==> config.mk <==
export PLATFORM = sky130hd
export DESIGN_NAME = spi_minion_frontend
export DESIGN_NICKNAME = d
export VERILOG_FILES = /design/src/rtl/spi_minion_frontend.sv
export SDC_FILE = /design/constraint.sdc
export NUM_CORES = 1
export LEC_CHECK = 0
export BUFFER_PORTS_ARGS = -buffer_cell sky130_fd_sc_hd__buf_2
export CORE_AREA = 10 10 94 96
export CTS_BUF_LIST = sky130_fd_sc_hd__clkbuf_16
export CTS_CLUSTER_DIAMETER = 60
export CTS_CLUSTER_SIZE = 10
export DETAILED_ROUTE_END_ITERATION = 6
export DIE_AREA = 0 0 104 106
export PLACE_DENSITY = 0.73
export REMOVE_ABC_BUFFERS = 1
export SYNTH_ARGS = -nofsm -noshare
export SYNTH_HDL_FRONTEND = slang
export SYNTH_SLANG_ARGS = --single-unit
==> constraint.sdc <==
create_clock -name i_clk -period 5.8 [get_ports i_clk]
set_input_delay 1.16 -clock i_clk [delete_from_list [all_inputs] [get_ports i_clk]]
set_output_delay 1.16 -clock i_clk [all_outputs]
set_load 0.1 [all_outputs]
==> src/rtl/spi_minion_frontend.sv <==
// SPI mode-0 minion front end: synchronises cs/sclk/mosi into i_clk, deserialises one
// PKT_W-bit frame per chip-select window onto a val/rdy stream and shifts one message out on miso.
module spi_minion_frontend #(
    parameter int unsigned PKT_W    = 20,
    parameter int unsigned SYNC_LEN = 2
) (
    input  logic             i_clk,
    input  logic             i_reset,
    input  logic             i_cs,
    input  logic             i_sclk,
    input  logic             i_mosi,
    output logic             o_miso,
    output logic [PKT_W-1:0] o_recv_msg,
    output logic             o_recv_val,
    input  logic             i_recv_rdy,
    input  logic [PKT_W-1:0] i_send_msg,
    input  logic             i_send_val,
    output logic             o_send_rdy,
    output logic             o_minion_parity,
    output logic             o_overrun,
    output logic             o_frame_err
);

    localparam int unsigned CNT_W = $clog2(PKT_W + 2);
    localparam logic [CNT_W-1:0] CNT_FULL = CNT_W'(PKT_W);
    localparam logic [CNT_W-1:0] CNT_MAX  = CNT_W'(PKT_W + 1);

    typedef enum logic {StIdle, StShift} state_t;

    logic [SYNC_LEN-1:0] r_cs_sync, r_sclk_sync, r_mosi_sync;
    logic                r_cs_prev, r_sclk_prev;
    state_t              r_state, w_state_nxt;
    logic [CNT_W-1:0]    r_bit_cnt, w_bit_cnt_nxt;
    logic [PKT_W-1:0]    r_rx_shift, w_rx_shift_nxt;
    logic [PKT_W-1:0]    r_tx_shift, w_tx_shift_nxt;
    logic                r_miso, w_miso_nxt;
    logic [PKT_W-1:0]    r_recv_msg, w_recv_msg_nxt;
    logic                r_recv_val, w_recv_val_nxt;
    logic                r_parity, w_parity_nxt;
    logic                r_send_rdy, w_send_rdy_nxt;
    logic                r_overrun, w_overrun_nxt;
    logic                r_frame_err, w_frame_err_nxt;

    logic             w_cs, w_sclk, w_mosi;
    logic             w_cs_fall, w_cs_rise, w_sclk_rise, w_sclk_fall;
    logic             w_out_free;
    logic [PKT_W-1:0] w_tx_load;

    assign w_cs        = r_cs_sync[SYNC_LEN-1];
    assign w_sclk      = r_sclk_sync[SYNC_LEN-1];
    assign w_mosi      = r_mosi_sync[SYNC_LEN-1];
    assign w_cs_fall   = r_cs_prev & ~w_cs;
    assign w_cs_rise   = ~r_cs_prev & w_cs;
    assign w_sclk_rise = ~r_sclk_prev & w_sclk;
    assign w_sclk_fall = r_sclk_prev & ~w_sclk;
    assign w_out_free  = ~r_recv_val | i_recv_rdy;
    assign w_tx_load   = i_send_val ? i_send_msg : '0;

    always_ff @(posedge i_clk or posedge i_reset) begin
        if (i_reset) begin
            r_cs_sync   <= '1;
            r_sclk_sync <= '0;
            r_mosi_sync <= '0;
            r_cs_prev   <= 1'b1;
            r_sclk_prev <= 1'b0;
        end else begin
            r_cs_sync   <= {r_cs_sync[SYNC_LEN-2:0], i_cs};
            r_sclk_sync <= {r_sclk_sync[SYNC_LEN-2:0], i_sclk};
            r_mosi_sync <= {r_mosi_sync[SYNC_LEN-2:0], i_mosi};
            r_cs_prev   <= w_cs;
            r_sclk_prev <= w_sclk;
        end
    end

    always_ff @(posedge i_clk or posedge i_reset) begin
        if (i_reset) begin
            r_state     <= StIdle;
            r_bit_cnt   <= '0;
            r_rx_shift  <= '0;
            r_tx_shift  <= '0;
            r_miso      <= 1'b0;
            r_recv_msg  <= '0;
            r_recv_val  <= 1'b0;
            r_parity    <= 1'b0;
            r_send_rdy  <= 1'b0;
            r_overrun   <= 1'b0;
            r_frame_err <= 1'b0;
        end else begin
            r_state     <= w_state_nxt;
            r_bit_cnt   <= w_bit_cnt_nxt;
            r_rx_shift  <= w_rx_shift_nxt;
            r_tx_shift  <= w_tx_shift_nxt;
            r_miso      <= w_miso_nxt;
            r_recv_msg  <= w_recv_msg_nxt;
            r_recv_val  <= w_recv_val_nxt;
            r_parity    <= w_parity_nxt;
            r_send_rdy  <= w_send_rdy_nxt;
            r_overrun   <= w_overrun_nxt;
            r_frame_err <= w_frame_err_nxt;
        end
    end

    always_comb begin
        w_state_nxt     = r_state;
        w_bit_cnt_nxt   = r_bit_cnt;
        w_rx_shift_nxt  = r_rx_shift;
        w_tx_shift_nxt  = r_tx_shift;
        w_miso_nxt      = r_miso;
        w_recv_msg_nxt  = r_recv_msg;
        w_recv_val_nxt  = r_recv_val;
        w_parity_nxt    = r_parity;
        w_send_rdy_nxt  = 1'b0;
        w_overrun_nxt   = 1'b0;
        w_frame_err_nxt = 1'b0;

        // A frame loading in the same cycle overrides this drain below.
        if (r_recv_val && i_recv_rdy) begin
            w_recv_val_nxt = 1'b0;
        end

        unique case (r_state)
            StIdle: begin
                w_miso_nxt = 1'b0;
                if (w_cs_fall) begin
                    w_state_nxt    = StShift;
                    w_bit_cnt_nxt  = '0;
                    w_tx_shift_nxt = w_tx_load;
                    w_miso_nxt     = w_tx_load[PKT_W-1];
                    w_send_rdy_nxt = i_send_val;
                end
            end
            StShift: begin
                if (w_cs_rise) begin
                    w_state_nxt = StIdle;
                    w_miso_nxt  = 1'b0;
                    if (r_bit_cnt == CNT_FULL) begin
                        if (w_out_free) begin
                            w_recv_msg_nxt = r_rx_shift;
                            w_parity_nxt   = ^r_rx_shift;
                            w_recv_val_nxt = 1'b1;
                        end else begin
                            w_overrun_nxt = 1'b1;
                        end
                    end else begin
                        w_frame_err_nxt = 1'b1;
                    end
                end else begin
                    if (w_sclk_rise) begin
                        w_rx_shift_nxt = {r_rx_shift[PKT_W-2:0], w_mosi};
                        // Saturate so an over-long frame can never alias back to PKT_W.
                        if (r_bit_cnt != CNT_MAX) begin
                            w_bit_cnt_nxt = r_bit_cnt + 1'b1;
                        end
                    end
                    if (w_sclk_fall && (r_bit_cnt != '0)) begin
                        w_tx_shift_nxt = {r_tx_shift[PKT_W-2:0], 1'b0};
                        w_miso_nxt     = r_tx_shift[PKT_W-2];
                    end
                end
            end
            default: w_state_nxt = StIdle;
        endcase
    end

    assign o_miso          = r_miso;
    assign o_recv_msg      = r_recv_msg;
    assign o_recv_val      = r_recv_val;
    assign o_minion_parity = r_parity;
    assign o_send_rdy      = r_send_rdy;
    assign o_overrun       = r_overrun;
    assign o_frame_err     = r_frame_err;

endmodule
==> flow_summary.json <==
{
  "fin_crit_sh": 0.471,
  "status": "finished clean",
  "routed_wl_um": 5970,
  "die_area_um2": 11000,
  "first_pass_iters": 4,
  "netlist_area_um2": 3390,
  "cts_hold_buffers": 0,
  "ys_warn_count": 0,
  "synth_seq_cells": 79,
  "synth_top_area_share": 0.560,
  "cts_setup_buffers": 0,
  "ys_seq_area_frac": 0.583,
  "ios": 53,
  "synth_cell_types": 37,
  "grt_max_degree": 80,
  "synth_edf_count": 0,
  "max_freq_ghz": 0.366,
  "cts_sinks": 79,
  "rows": 31,
  "initial_utilization": 0.481,
  "gp_congestion": 0.719,
  "power.leakage_uw": 0.00196,
  "fillers": 636,
  "cts_tree": "yes",
  "via_per_inst": 5.06,
  "async_reset_ff_frac": 1.00,
  "rrSetupSlack_ps": 3070,
  "synthSimpleGateAreaFrac": 0.0811,
  "end_kind": "register",
  "worst_slew_pin_slew_ps": 1360,
  "synth_top_family_by_area": "multiplexers",
  "place_area_um2": 3680,
  "cts_max_level": 3,
  "antenna_found_initial": 0,
  "path_cells": "nand3_1 -> or3_1 -> a21oi_1",
  "grt-ovfl-total": 0,
  "crit_end": "r_bit_cnt[4]",
  "fin_ws_ps": 3070,
  "p_per_area_nw_per_um2": 386,
  "route.detailed.drc": 0,
  "clkLatencyLatePin_ps": 330,
  "nNetsFinal": 341,
  "clock_path_buffers": 2,
  "die_h_um": 106,
  "first_global_vias": 2193,
  "syn_inst": 260,
  "synth_top_area_cell": "dfrtp_1",
  "drv_cap": 0,
  "antennaDiodeCount": 0,
  "post_drt_wl_per_cell_um": 14.4,
  "drive_gt1_frac": 0.399,
  "vias": 2099,
  "dpl.hpwl_um": 4020,
  "synth_compound_area_frac": 0.0995,
  "path_class": "reg -> reg",
  "cp_max_fo": 27,
  "hold_class": "reg -> reg",
  "r2r-end": "r_bit_cnt[4]",
  "synth_ff_type": "dfrtp_1",
  "syn_avg_cell_area_um2": 13.1,
  "maxSlewViolCount": 0,
  "yosys.area_share.adder": 0.0111,
  "area_growth_pct": 16.8,
  "startpoint": "r_state",
  "place.port_buffers": 52,
  "muxShareOfSynthArea": 0.136,
  "period_minus_slack_ps": 2730,
  "synth.area.top_cells": "dfrtp_1 56%, mux2_2 13%, xnor2_1 4.4%, a22oi_1 3.8%, o21ai_2 3.4%",
  "r2r-start": "r_state",
  "fin_skew_ps": 5.63,
  "numCtsBuffers": 9,
  "die_x_um": 104,
  "place_ws_ps": 2970,
  "crit_slowest_cell": "nand3_1",
  "rsz0062_at_grt": "no",
  "peakVddDrop_uv": 190,
  "whs_ps": 349,
  "reg2reg_depth": 3,
  "synth-xor-area-share": 0.0531,
  "final_cell_area_um2": 3960,
  "grt_pass1_wl_um": 10500,
  "cpPeakStageDelay_ps": 960,
  "drt_iter0_drc": 66,
  "drtAntennaViolNets": 0,
  "setup.worst_path.start_class": "register",
  "tns_ps": 0,
  "path_clk_slew_ps": 50,
  "max_slew_margin": 0.0942,
  "cts_resized": 0,
  "grtUsageTotal": 0.114,
  "hold_viol": 0,
  "ctsRootBufferMaster": "clkbuf_16",
  "worst_ep_required_time_ps": 6050,
  "core_area_um2": 7060,
  "cp.arrival_ps": 2980,
  "setup_violations": 0
}
[Yosys cell counts (all sizes together) (3+ instances only)]
master and number:
dfrtp 76, mux2 41, nand2 25, o21ai 22, a22oi 17, xnor2 17, buf 11, nor2 10
a21oi 5, nor2b 5, inv 4, nand3 4, dfstp 3, ha 3
[metrics by stage]
step,total power [µW],cells,utilization
floorplan,944,247,-
global placement,1000,399,0.521
detailed placement,1020,399,0.521
CTS,1560,415,0.562
global route,1620,415,0.562
finish,1530,415,0.562
[worst max-delay path, delay by kind of cell (launching register included)]
family / cells / cell delay, ps
simple gates: 2 / 1610
compound gates: 1 / 140
flops: 1 / 910
[state kept, by name, summed over array words and instances, names as in the netlist]
signal	cells
o_recv_msg	20
r_rx_shift	20
r_tx_shift	19
r_bit_cnt	5
r_cs_sync	2
r_mosi_sync	2
r_sclk_sync	2
o_frame_err	1
o_minion_parity	1
o_miso	1
o_overrun	1
o_recv_val	1
o_send_rdy	1
r_cs_prev	1
r_sclk_prev	1
r_state	1
[where the power goes]
| part | switching [µW] | internal [µW] | total, µW |
|---|---|---|---|
| sequential | 66.2 | 632 | 698 |
| clock | 204 | 326 | 530 |
| combinational | 150 | 154 | 304 |
[area by class of cell]
class / instances / area (µm²) / area share
inverter: 4 / 16.3 / 0.00410
clock inverter: 7 / 57.6 / 0.0145
tap: 99 / 124 / 0.0313
multi-input combinational: 164 / 1290 / 0.326
timing repair buffer: 53 / 268 / 0.0676
clock buffer: 9 / 225 / 0.0568
sequential: 79 / 1980 / 0.500
[metal layers]
layer	share of wire	wire length [µm]	up-vias	global-route usage
met2	0.47	2780	50	0.172
met4	0.017	101	0	0.0537
met3	0.080	476	9	0.0513
met1	0.44	2610	1025	0.138
met5	0	0	-	0
li1	-	-	1015	-
[kinds of logic after synthesis]
family	count (synthesis)
buffers and inverters	17
adders and majority gates	3
AOI/OAI and AO/OA	46
xor gates and xnor gates	19
and+or+nand+nor	55
DFF	79
muxes	41
[cells in the final DEF (no fill, tap or decap), drive strengths merged, types with 2 or more instances in the layout]
master,instances
nor2b,5
dfstp,3
mux2,41
dfrtp,76
a21oi,5
nand2,25
nor2,10
o21ai,22
clkbuf,9
xnor2,17
nand3b,2
buf,53
clkinv,3
or3,2
nand3,4
nand2b,2
inv,6
ha,3
a22oi,17
[how the worst min path moves through the flow]
stage | startpoint | to | slack, ps | depth (start not counted)
2_1_floorplan | r_mosi_sync[0] | r_mosi_sync[1] | 330 | 0
3_3_place_gp | r_sclk_sync[0] | r_sclk_sync[1] | 330 | 0
3_5_place_dp | r_mosi_sync[0] | r_mosi_sync[1] | 340 | 0
4_1_cts | r_mosi_sync[0] | r_mosi_sync[1] | 350 | 0
5_1_grt | r_mosi_sync[0] | r_mosi_sync[1] | 350 | 0
6_report | r_mosi_sync[0] | r_mosi_sync[1] | 350 | 0
(Power assumes the default switching activity.)
